`config.mk`:
```
export PLATFORM = sky130hd
export DESIGN_NAME = axi4_mul_slave
export DESIGN_NICKNAME = d
export VERILOG_FILES = /design/src/rtl/axi4_pkg.sv /design/src/rtl/mul_seq.sv /design/src/rtl/axi4_mul_slave.sv
export SDC_FILE = /design/constraint.sdc
export NUM_CORES = 1
export LEC_CHECK = 0
export BUFFER_PORTS_ARGS = -buffer_cell sky130_fd_sc_hd__buf_2
export CORE_MARGIN = 2
export CORE_UTILIZATION = 65
export DETAILED_ROUTE_END_ITERATION = 10
export PLACE_DENSITY = 0.82
export SYNTH_ARGS = -nofsm -noshare
export SYNTH_HDL_FRONTEND = slang
export SYNTH_SLANG_ARGS = --single-unit
```
`constraint.sdc`:
```
create_clock -name clk -period 5.7 [get_ports clk]
set_clock_uncertainty 0.05 [all_clocks]
set_input_delay 0.285 -clock clk [delete_from_list [all_inputs] [get_ports clk]]
set_output_delay 0.285 -clock clk [all_outputs]
set_load 0.05 [all_outputs]
```
`src/rtl/axi4_pkg.sv`:
```
// Shared types and default widths for the AXI4 multiplier slave.
// Both FSM state encodings live here so the top and any checker agree on them.
package axi4_pkg;
    localparam int SZ_DEF  = 32;
    localparam int ASZ_DEF = 2;
    localparam int DSZ_DEF = 8;

    typedef enum logic [1:0] {
        W_IDLE = 2'd0,
        W_DATA = 2'd1,
        W_RESP = 2'd2
    } w_state_e;

    typedef enum logic {
        R_IDLE = 1'b0,
        R_DATA = 1'b1
    } r_state_e;
endpackage

```
`src/rtl/mul_seq.sv`:
```
// Unsigned shift-add multiplier: one partial product per cycle, product
// register and done pulse land exactly SZ cycles after start.
module mul_seq
    import axi4_pkg::*;
#(
    parameter int SZ = SZ_DEF
) (
    input  logic          clk,
    input  logic          _rst,
    input  logic          start,
    input  logic [SZ-1:0] a,
    input  logic [SZ-1:0] b,
    output logic          busy,
    output logic          done,
    output logic [2*SZ-1:0] product
);
    localparam int CW = $clog2(SZ);

    logic [2*SZ-1:0] a_q, a_d, acc_q, acc_d, product_q, product_d, pp;
    logic [SZ-1:0]   b_q, b_d;
    logic [CW-1:0]   cnt_q, cnt_d;
    logic            busy_q, busy_d, done_q, done_d;

    always_comb begin
        a_d       = a_q;
        b_d       = b_q;
        acc_d     = acc_q;
        cnt_d     = cnt_q;
        busy_d    = busy_q;
        product_d = product_q;
        done_d    = 1'b0;
        pp        = b_q[0] ? a_q : '0;
        if (start) begin
            a_d    = {{SZ{1'b0}}, a};
            b_d    = b;
            acc_d  = '0;
            cnt_d  = '0;
            busy_d = 1'b1;
        end else if (busy_q) begin
            acc_d = acc_q + pp;
            a_d   = a_q << 1;
            b_d   = b_q >> 1;
            cnt_d = cnt_q + 1'b1;
            // Last partial product: publish the sum directly so the product
            // register updates in the same cycle done is raised.
            if (cnt_q == CW'(SZ - 1)) begin
                busy_d    = 1'b0;
                done_d    = 1'b1;
                product_d = acc_q + pp;
            end
        end
    end

    always_ff @(posedge clk or negedge _rst) begin
        if (!_rst) begin
            a_q       <= '0;
            b_q       <= '0;
            acc_q     <= '0;
            cnt_q     <= '0;
            busy_q    <= 1'b0;
            done_q    <= 1'b0;
            product_q <= '0;
        end else begin
            a_q       <= a_d;
            b_q       <= b_d;
            acc_q     <= acc_d;
            cnt_q     <= cnt_d;
            busy_q    <= busy_d;
            done_q    <= done_d;
            product_q <= product_d;
        end
    end

    assign busy    = busy_q;
    assign done    = done_q;
    assign product = product_q;
endmodule

```
`src/rtl/axi4_mul_slave.sv`:
```
// AXI4-style slave: 4-beat bursts load operands opa/opb, each good burst
// (re)starts a sequential multiply, 8-beat reads return the product bytes.
module axi4_mul_slave
    import axi4_pkg::*;
#(
    parameter int SZ  = SZ_DEF,
    parameter int ASZ = ASZ_DEF,
    parameter int DSZ = DSZ_DEF
) (
    input  logic           clk,
    input  logic           _rst,
    input  logic [ASZ-1:0] awaddr,
    input  logic           awvalid,
    output logic           awready,
    input  logic [DSZ-1:0] wdata,
    input  logic           wvalid,
    output logic           wready,
    input  logic           wlast,
    output logic           bresp,
    output logic           bvalid,
    input  logic           bready,
    input  logic [ASZ-1:0] araddr,
    input  logic           arvalid,
    output logic           arready,
    output logic [DSZ-1:0] rdata,
    output logic           rvalid,
    input  logic           rready,
    output logic           rlast,
    output logic           rresp,
    output logic           busy
);
    localparam int NB = SZ / DSZ;
    localparam int RB = 2 * SZ / DSZ;
    localparam int BW = $clog2(NB) + 1;
    localparam int IW = $clog2(RB);

    w_state_e        w_state_q, w_state_d;
    r_state_e        r_state_q, r_state_d;
    logic            awready_q, awready_d, wready_q, wready_d;
    logic            bvalid_q, bvalid_d, bresp_q, bresp_d;
    logic [ASZ-1:0]  addr_q, addr_d;
    logic [BW-1:0]   beat_q, beat_d;
    logic [SZ-1:0]   stage_q, stage_d, opa_q, opa_d, opb_q, opb_d;
    logic            pending_q, pending_d;
    logic            rvalid_q, rvalid_d, rlast_q, rlast_d, rresp_q, rresp_d;
    logic [DSZ-1:0]  rdata_q, rdata_d;
    logic [IW-1:0]   idx_q, idx_d;
    logic [2*SZ-1:0] snap_q, snap_d;
    logic            commit, addr_ok, mul_start, mul_busy, mul_done;
    logic [2*SZ-1:0] mul_product;

    assign addr_ok = (addr_q == '0) || (addr_q == ASZ'(1));
    assign busy    = mul_busy || pending_q;
    assign arready = (r_state_q == R_IDLE) && !busy;

    always_comb begin
        w_state_d = w_state_q;
        awready_d = awready_q;
        wready_d  = wready_q;
        bvalid_d  = bvalid_q;
        bresp_d   = bresp_q;
        addr_d    = addr_q;
        beat_d    = beat_q;
        stage_d   = stage_q;
        opa_d     = opa_q;
        opb_d     = opb_q;
        commit    = 1'b0;
        case (w_state_q)
            W_IDLE: if (awvalid && awready_q) begin
                addr_d    = awaddr;
                beat_d    = '0;
                awready_d = 1'b0;
                wready_d  = 1'b1;
                w_state_d = W_DATA;
            end
            W_DATA: if (wvalid && wready_q) begin
                // Counter saturates at NB so over-long bursts stay detectable.
                if (beat_q < BW'(NB)) begin
                    stage_d[beat_q*DSZ +: DSZ] = wdata;
                    beat_d = beat_q + 1'b1;
                end
                if (wlast) begin
                    commit    = addr_ok && (beat_q == BW'(NB - 1));
                    bresp_d   = commit;
                    wready_d  = 1'b0;
                    bvalid_d  = 1'b1;
                    w_state_d = W_RESP;
                end
            end
            W_RESP: if (bvalid_q && bready) begin
                bvalid_d  = 1'b0;
                bresp_d   = 1'b0;
                awready_d = 1'b1;
                w_state_d = W_IDLE;
            end
            default: w_state_d = W_IDLE;
        endcase
        if (commit && addr_q == '0)     opa_d = stage_d;
        if (commit && addr_q == ASZ'(1)) opb_d = stage_d;
        // A commit during a multiply is remembered and replayed on done,
        // picking up whatever operands are current at that point.
        mul_start = (commit && !mul_busy) || (pending_q && mul_done);
        pending_d = mul_start ? 1'b0 : (commit ? 1'b1 : pending_q);
    end

    always_comb begin
        r_state_d = r_state_q;
        rvalid_d  = rvalid_q;
        rlast_d   = rlast_q;
        rresp_d   = rresp_q;
        rdata_d   = rdata_q;
        idx_d     = idx_q;
        snap_d    = snap_q;
        case (r_state_q)
            R_IDLE: if (arvalid && arready) begin
                snap_d    = mul_product;
                rresp_d   = (araddr == '0);
                idx_d     = '0;
                rvalid_d  = 1'b1;
                rdata_d   = mul_product[DSZ-1:0];
                rlast_d   = (RB == 1);
                r_state_d = R_DATA;
            end
            R_DATA: if (rvalid_q && rready) begin
                if (rlast_q) begin
                    rvalid_d  = 1'b0;
                    rlast_d   = 1'b0;
                    rresp_d   = 1'b0;
                    rdata_d   = '0;
                    r_state_d = R_IDLE;
                end else begin
                    idx_d   = idx_q + 1'b1;
                    rdata_d = snap_q[idx_d*DSZ +: DSZ];
                    rlast_d = (idx_d == IW'(RB - 1));
                end
            end
            default: r_state_d = R_IDLE;
        endcase
    end

    always_ff @(posedge clk or negedge _rst) begin
        if (!_rst) begin
            w_state_q <= W_IDLE;
            awready_q <= 1'b1;
            wready_q  <= 1'b0;
            bvalid_q  <= 1'b0;
            bresp_q   <= 1'b0;
            addr_q    <= '0;
            beat_q    <= '0;
            stage_q   <= '0;
            opa_q     <= '0;
            opb_q     <= '0;
            pending_q <= 1'b0;
            r_state_q <= R_IDLE;
            rvalid_q  <= 1'b0;
            rlast_q   <= 1'b0;
            rresp_q   <= 1'b0;
            rdata_q   <= '0;
            idx_q     <= '0;
            snap_q    <= '0;
        end else begin
            w_state_q <= w_state_d;
            awready_q <= awready_d;
            wready_q  <= wready_d;
            bvalid_q  <= bvalid_d;
            bresp_q   <= bresp_d;
            addr_q    <= addr_d;
            beat_q    <= beat_d;
            stage_q   <= stage_d;
            opa_q     <= opa_d;
            opb_q     <= opb_d;
            pending_q <= pending_d;
            r_state_q <= r_state_d;
            rvalid_q  <= rvalid_d;
            rlast_q   <= rlast_d;
            rresp_q   <= rresp_d;
            rdata_q   <= rdata_d;
            idx_q     <= idx_d;
            snap_q    <= snap_d;
        end
    end

    mul_seq #(.SZ(SZ)) u_mul (
        .clk     (clk),
        ._rst    (_rst),
        .start   (mul_start),
        .a       (opa_d),
        .b       (opb_d),
        .busy    (mul_busy),
        .done    (mul_done),
        .product (mul_product)
    );

    assign awready = awready_q;
    assign wready  = wready_q;
    assign bvalid  = bvalid_q;
    assign bresp   = bresp_q;
    assign rvalid  = rvalid_q;
    assign rlast   = rlast_q;
    assign rresp   = rresp_q;
    assign rdata   = rdata_q;
endmodule
```
Yosys cells after proc, flatten, opt, wreduce, memory -nomap -nowiden
Cells that the tools add are included.

Add/sub/neg operators: 5. $lt $le $gt $ge: 1. Equal/unequal tests: 15. Shift operators: 3. Multiplexer cells: 71. Bitwise gates (word level): 2. Reductions and logical operators: 35.

Operator list (number): $mux 64 (5); $mux 32 (7); $add 64x64->64 (1); $shiftx 64x7->8 (1); $neg 6->34 (1); $shift 8x34->32 const A (1); $shiftx 8x34->32 (1); $bwmux 32 (1); $mux 1 (31); $mux 8 (3); $mux 3 (6); $pmux 1 s2 (8); $pmux 8 s2 (1); $reduce_and 4->1 (4); $ne 2x2->1 const B (6); $pmux 3 s2 (2); $reduce_and 3->1 (4); $logic_and 1x1->1 (11); $mux 5 (2); $reduce_bool 2->1 (5); $mux 2 (4); $add 3x1->3 const B (2); $logic_not 2->1 (3); $ne 2x1->1 const B (3); 12 further kinds (19).

Flip-flop bits (word level): 418. Bits of input ports: 20. Word-level logic and storage cells: 157.

Depth between registers and ports, before layout
Depth in word-level cells: 10. Mapped depth: 17. Depth with buffers taken out: 15.

By module
From an unflattened synthesis, not the netlist that was laid out.

Cells, all modules: 2193. Area total of the unflattened synthesis: 21528.1 µm².

Modules (own cells, without submodules): mul_seq (instances 1, cells each 1475, area an instance 13724.4 µm²); axi4_mul_slave (instances 1, cells each 718, area an instance 7803.7 µm²).

Worst setup path after synthesis
OpenSTA, ideal clock, no wires.

Path type: register -> register. From: register u_mul.b_q[0]. To: register u_mul.product_q[38] (netlist: u_mul.product[38]). Setup time: 0.125 ns. Arrival time: 3.380 ns. Slack: 2.145 ns. Cell stages (with the launch flop): 17. Buffers on the path: 2. Period minus slack after synthesis: 3.555 ns. Cells stage by stage: dfrtp_1 -> clkbuf_1 -> clkbuf_1 -> and2_1 -> ha_1 -> inv_1 -> fa_1 -> nor2b_1 -> o2111ai_1 -> a211oi_2 -> nor3_1 -> o41a_1 -> o21ai_2 -> a31oi_1 -> o21bai_1 -> xor2_1 -> mux2_2.

Longest elaborated chain between the ends: 2.

RTL lines: from (decl) (line mul_seq.sv:20) `logic [SZ-1:0] b_q, b_d;`; from (signal assigned) (line mul_seq.sv:57) `b_q <= '0;`; from (signal assigned) (line mul_seq.sv:65) `b_q <= b_d;`; $mux 64 (line mul_seq.sv:32) `pp = b_q[0] ? a_q : '0;`; $add 64x64->64 (line mul_seq.sv:49) `product_d = acc_q + pp;`; to (signal assigned) (line mul_seq.sv:70) `product_q <= product_d;`; to (decl) (line mul_seq.sv:19) `logic [2*SZ-1:0] a_q, a_d, acc_q, acc_d, product_q, product_d, pp;`.

No other way between the ends. A chain may end at the register's enable or synchronous reset.

Worst setup path after layout
From: register u_mul.b_q[0]. To: register u_mul.product_q[62] (netlist: u_mul.product[62]).

The elaborated chain is that of the path after synthesis.

==> flow_metrics.py <==
metrics = {
    "synth": {
        "synthFlopType": "dfrtp_1",
        "synthArstFlopShare_pct": 100,
        "synth_cells": 2014,
        "synth_common_cells": "dfrtp_1, nand2_1, a21oi_1, a22o_1, nor2_1",
        "synth.yosys.seq_area_share_pct": 51.0,
        "synth.top_cell.area_share_pct": 50.9,
        "synth_cell_types": 76,
        "ys_ff_latch": 418,
        "syn_area_per_cell_sq_um": 10.2,
        "synth_area_sq_um": 20500,
        "synth_edf_count": 0,
        "synth_nets": 2106,
        "synth_most_common_cell": "dfrtp_1",
        "synth_top_cells_by_area": "dfrtp_1, nand2_1, ha_1, a22o_1, mux2_2",
        "synth_warnings": 0,
        "yosysTopAreaCell": "dfrtp_1",
    },
    "clock_network": {
        "clk_path_buf_depth": 3,
        "cts_tree": "built",
        "h-tree-depth": 2,
        "cts_hold_buf": 6,
        "numCtsBuffers": 42,
        "cts_resized": 0,
        "cts_setup_buffers": 0,
        "cts.clk_slew.worst_paths_ns": 0.06,
        "cts-root-buf": "clkbuf_16",
        "cts_sinks": 418,
        "clk_latency_ns": 0.53,
    },
    "floorplan": {
        "rows": 65,
        "initial_core_util_pct": 65.5,
        "die_x_um": 182,
        "core-area_sq_um": 31300,
        "die_area_sq_um": 33000,
        "io_pins": 37,
        "die_h_um": 182,
    },
    "setup_path": {
        "end_kind": "flip-flop",
        "cp-startpoint": "u_mul.b_q[0]$_DFFE_PN0P_",
        "critical_path_arrival_ns": 4.52,
        "cp_max_fo": 58,
        "r2r_start": "u_mul.b_q[0]$_DFFE_PN0P_",
        "path_class": "reg -> reg",
        "startpoint_type": "flip-flop",
        "required_ns": 6.07,
    },
    "job": {
        "cap_violations": 0,
    },
    "status": {
        "outcome": "finished, final reports clean",
    },
    "timing": {
        "rsz0062_at_grt": "no",
        "min_period_ns": 4.15,
        "slew_headroom_pct": 14.6,
        "max_freq_ghz": 0.241,
        "setup_viol": 0,
        "hold_viol": 0,
        "report.final.slew_viol_count": 0,
        "tns_ns": 0,
        "worst_slew_pin_slew_ns": 1.28,
        "min_period_over_period_pct": 72.8,
    },
    "pwr": {
        "power_switching_mw": 2.04,
        "clkPwrFrac_pct": 37.6,
        "sw_frac_of_total_pct": 29.3,
        "intPower_mw": 4.94,
        "powerDensity_nw_per_um2": 314,
        "finalPower_mw": 6.99,
        "leakagePower_nw": 11.7,
        "p_comb_share_pct": 15.5,
        "peakVddDrop_mv": 0.241,
        "seqPwrFrac_pct": 46.8,
    },
    "finish": {
        "drive_above_1_share_pct": 10.8,
        "fin_area_sq_um": 22300,
        "nNetsFinal": 2088,
        "antenna_cells": 0,
        "syn_to_final_growth_pct": 8.59,
    },
    "route": {
        "vias": 15163,
        "drtIter0Drc": 1673,
        "viasPerCell": 6.25,
        "drt_first_pass_iters": 9,
        "wl_per_cell_um": 19.7,
        "drtAntennaViolNets": 0,
        "drt-total-wl_mm": 47.8,
        "route.detailed.drc": 0,
    },
    "place": {
        "port_buffers": 36,
        "placed_area_sq_um": 20900,
        "place_congestion": 0.967,
        "hpwl_mm": 32.4,
    },
    "min_path": {
        "hold_class": "in -> reg",
        "min_from": "bready",
    },
    "global_routing": {
        "grt_usage_pct": 29.7,
        "antenna_found_initial": 1,
        "first_global_vias": 14945,
        "gr-total-overflow": 0,
        "grt_max_degree": 177,
        "grt_pass1_wl_mm": 78.7,
    },
}
[state kept, by name (all words and copies together) (netlist names), 2 cells and up]
| name | count |
|---|---|
| u_mul.a_q | 64 |
| idx_q | 3 |
| stage_q | 32 |
| u_mul.cnt_q | 5 |
| beat_q | 3 |
| u_mul.acc_q | 64 |
| u_mul.b_q | 32 |
| opa_q | 32 |
| addr_q | 2 |
| opb_q | 32 |
| u_mul.product | 64 |
| rdata | 8 |
| w_state_q | 2 |
| snap_q | 64 |
[through the flow]
| stage | instances | utilization (%) | hold slack (ns) | worst slack [ns] |
|---|---|---|---|---|
| after CTS | 2427 | 71.1 | 0.00122 | 1.62 |
| final | 2427 | 71.1 | 0.0164 | 1.55 |
| after global routing | 2427 | 71.1 | 0.0360 | 1.29 |
| after detailed placement | 2348 | 66.7 | 0.342 | 1.64 |
| after floorplan | 2014 | - | -0.0606 | 2.15 |
| after global placement | 2348 | 66.7 | 0.335 | 1.71 |
[layout make-up]
type / count / area (sq um)
flip-flops and latches: 418 / 10500
multi-input cells: 1388 / 9260
fillers: 2229 / 9050
clock buffers: 63 / 1250
well taps: 402 / 503
repair buffers: 57 / 388
inverters: 89 / 334
clock inverters: 10 / 65.1
[per-layer routing]
| layer | part of all wire [%] | wire length, um | vias to the layer above | GRT usage, % |
|---|---|---|---|---|
| met2 | 48 | 22800 | 454 | 48.0 |
| met4 | 3.3 | 1600 | 0 | 10.4 |
| li1 | - | - | 7025 | - |
| met5 | 0 | 0 | - | 0 |
| met1 | 43 | 20800 | 7573 | 41.8 |
| met3 | 5.5 | 2630 | 111 | 4.27 |
[critical path, cell delays in order (launching register included)]
cell	delay, ns
dfrtp_1	0.43
buf_4	0.48
and2_1	0.21
ha_1	0.31
a21o_1	0.23
a311oi_1	0.39
nand2_1	0.09
nor3_1	0.33
nor2_1	0.14
a21oi_1	0.26
o21ai_2	0.17
a41oi_1	0.31
o31ai_1	0.15
xor2_1	0.17
mux2_2	0.28
[power groups by stage]
stage	Sequential [mW]	Clock, mW	Combinational [mW]
after floorplan	3.32	0	0.713
after global placement	3.31	0	1.04
after detailed placement	3.32	0	1.08
after CTS	3.27	2.67	1.08
after global routing	3.29	2.80	1.19
final	3.27	2.63	1.09
[path summary, 6_finish.rpt]
| check | cells after the start | slack, ns | end |
|---|---|---|---|
| worst min register to register | 2 | 0.42 | snap_q[17]$_DFFE_PN0P_ |
| worst max register to register | 14 | 1.55 | u_mul.product[62]$_DFFE_PN0P_ |
| min in group asynchronous | 2 | 0.35 | u_mul.b_q[5]$_DFFE_PN0P_ |
| max in group asynchronous | 3 | 3.81 | u_mul.a_q[59]$_DFFE_PN0P_ |
| worst max-delay path | 14 | 1.55 | u_mul.product[62]$_DFFE_PN0P_ |
| worst min-delay path | 4 | 0.02 | w_state_q[1]$_DFFE_PN0P_ |
[placed cells by master (no fill, tap or decap), types with 10 or more instances in the layout]
master     Yosys  final
nand4_1       20     20
mux4_2        16     16
a22o_1       101    101
nand2_1      359    357
ha_1          71     71
a31oi_1       14     14
nor3_1        10     10
a21o_1        58     58
mux2_2        56     56
a222oi_1      32     32
xor2_1        23     23
mux2i_1       47     47
o21ai_1       13     12
nand3_1       27     27
xnor2_1       43     43
buf_2          8     35
and3_1        11     11
inv_1         88     88
dfrtp_1      417    417
a21oi_1      116    116
o21bai_1      15     15
buf_4          5     13
clkbuf_16      0     42
nor2_1       100     99
clkbuf_8       0     12
and2_1        69     67
o21ai_0       91     91
[kinds of logic after synthesis]
logic type / after synthesis / share of synthesized area, %
simple gates: 634 / 13.7
xor+xnor: 66 / 2.82
compound gates: 497 / 16.9
flops: 418 / 51.0
buf+inv: 208 / 3.96
fa+ha+maj: 72 / 4.43
mux: 119 / 7.13
(Power assumes the default switching activity.)
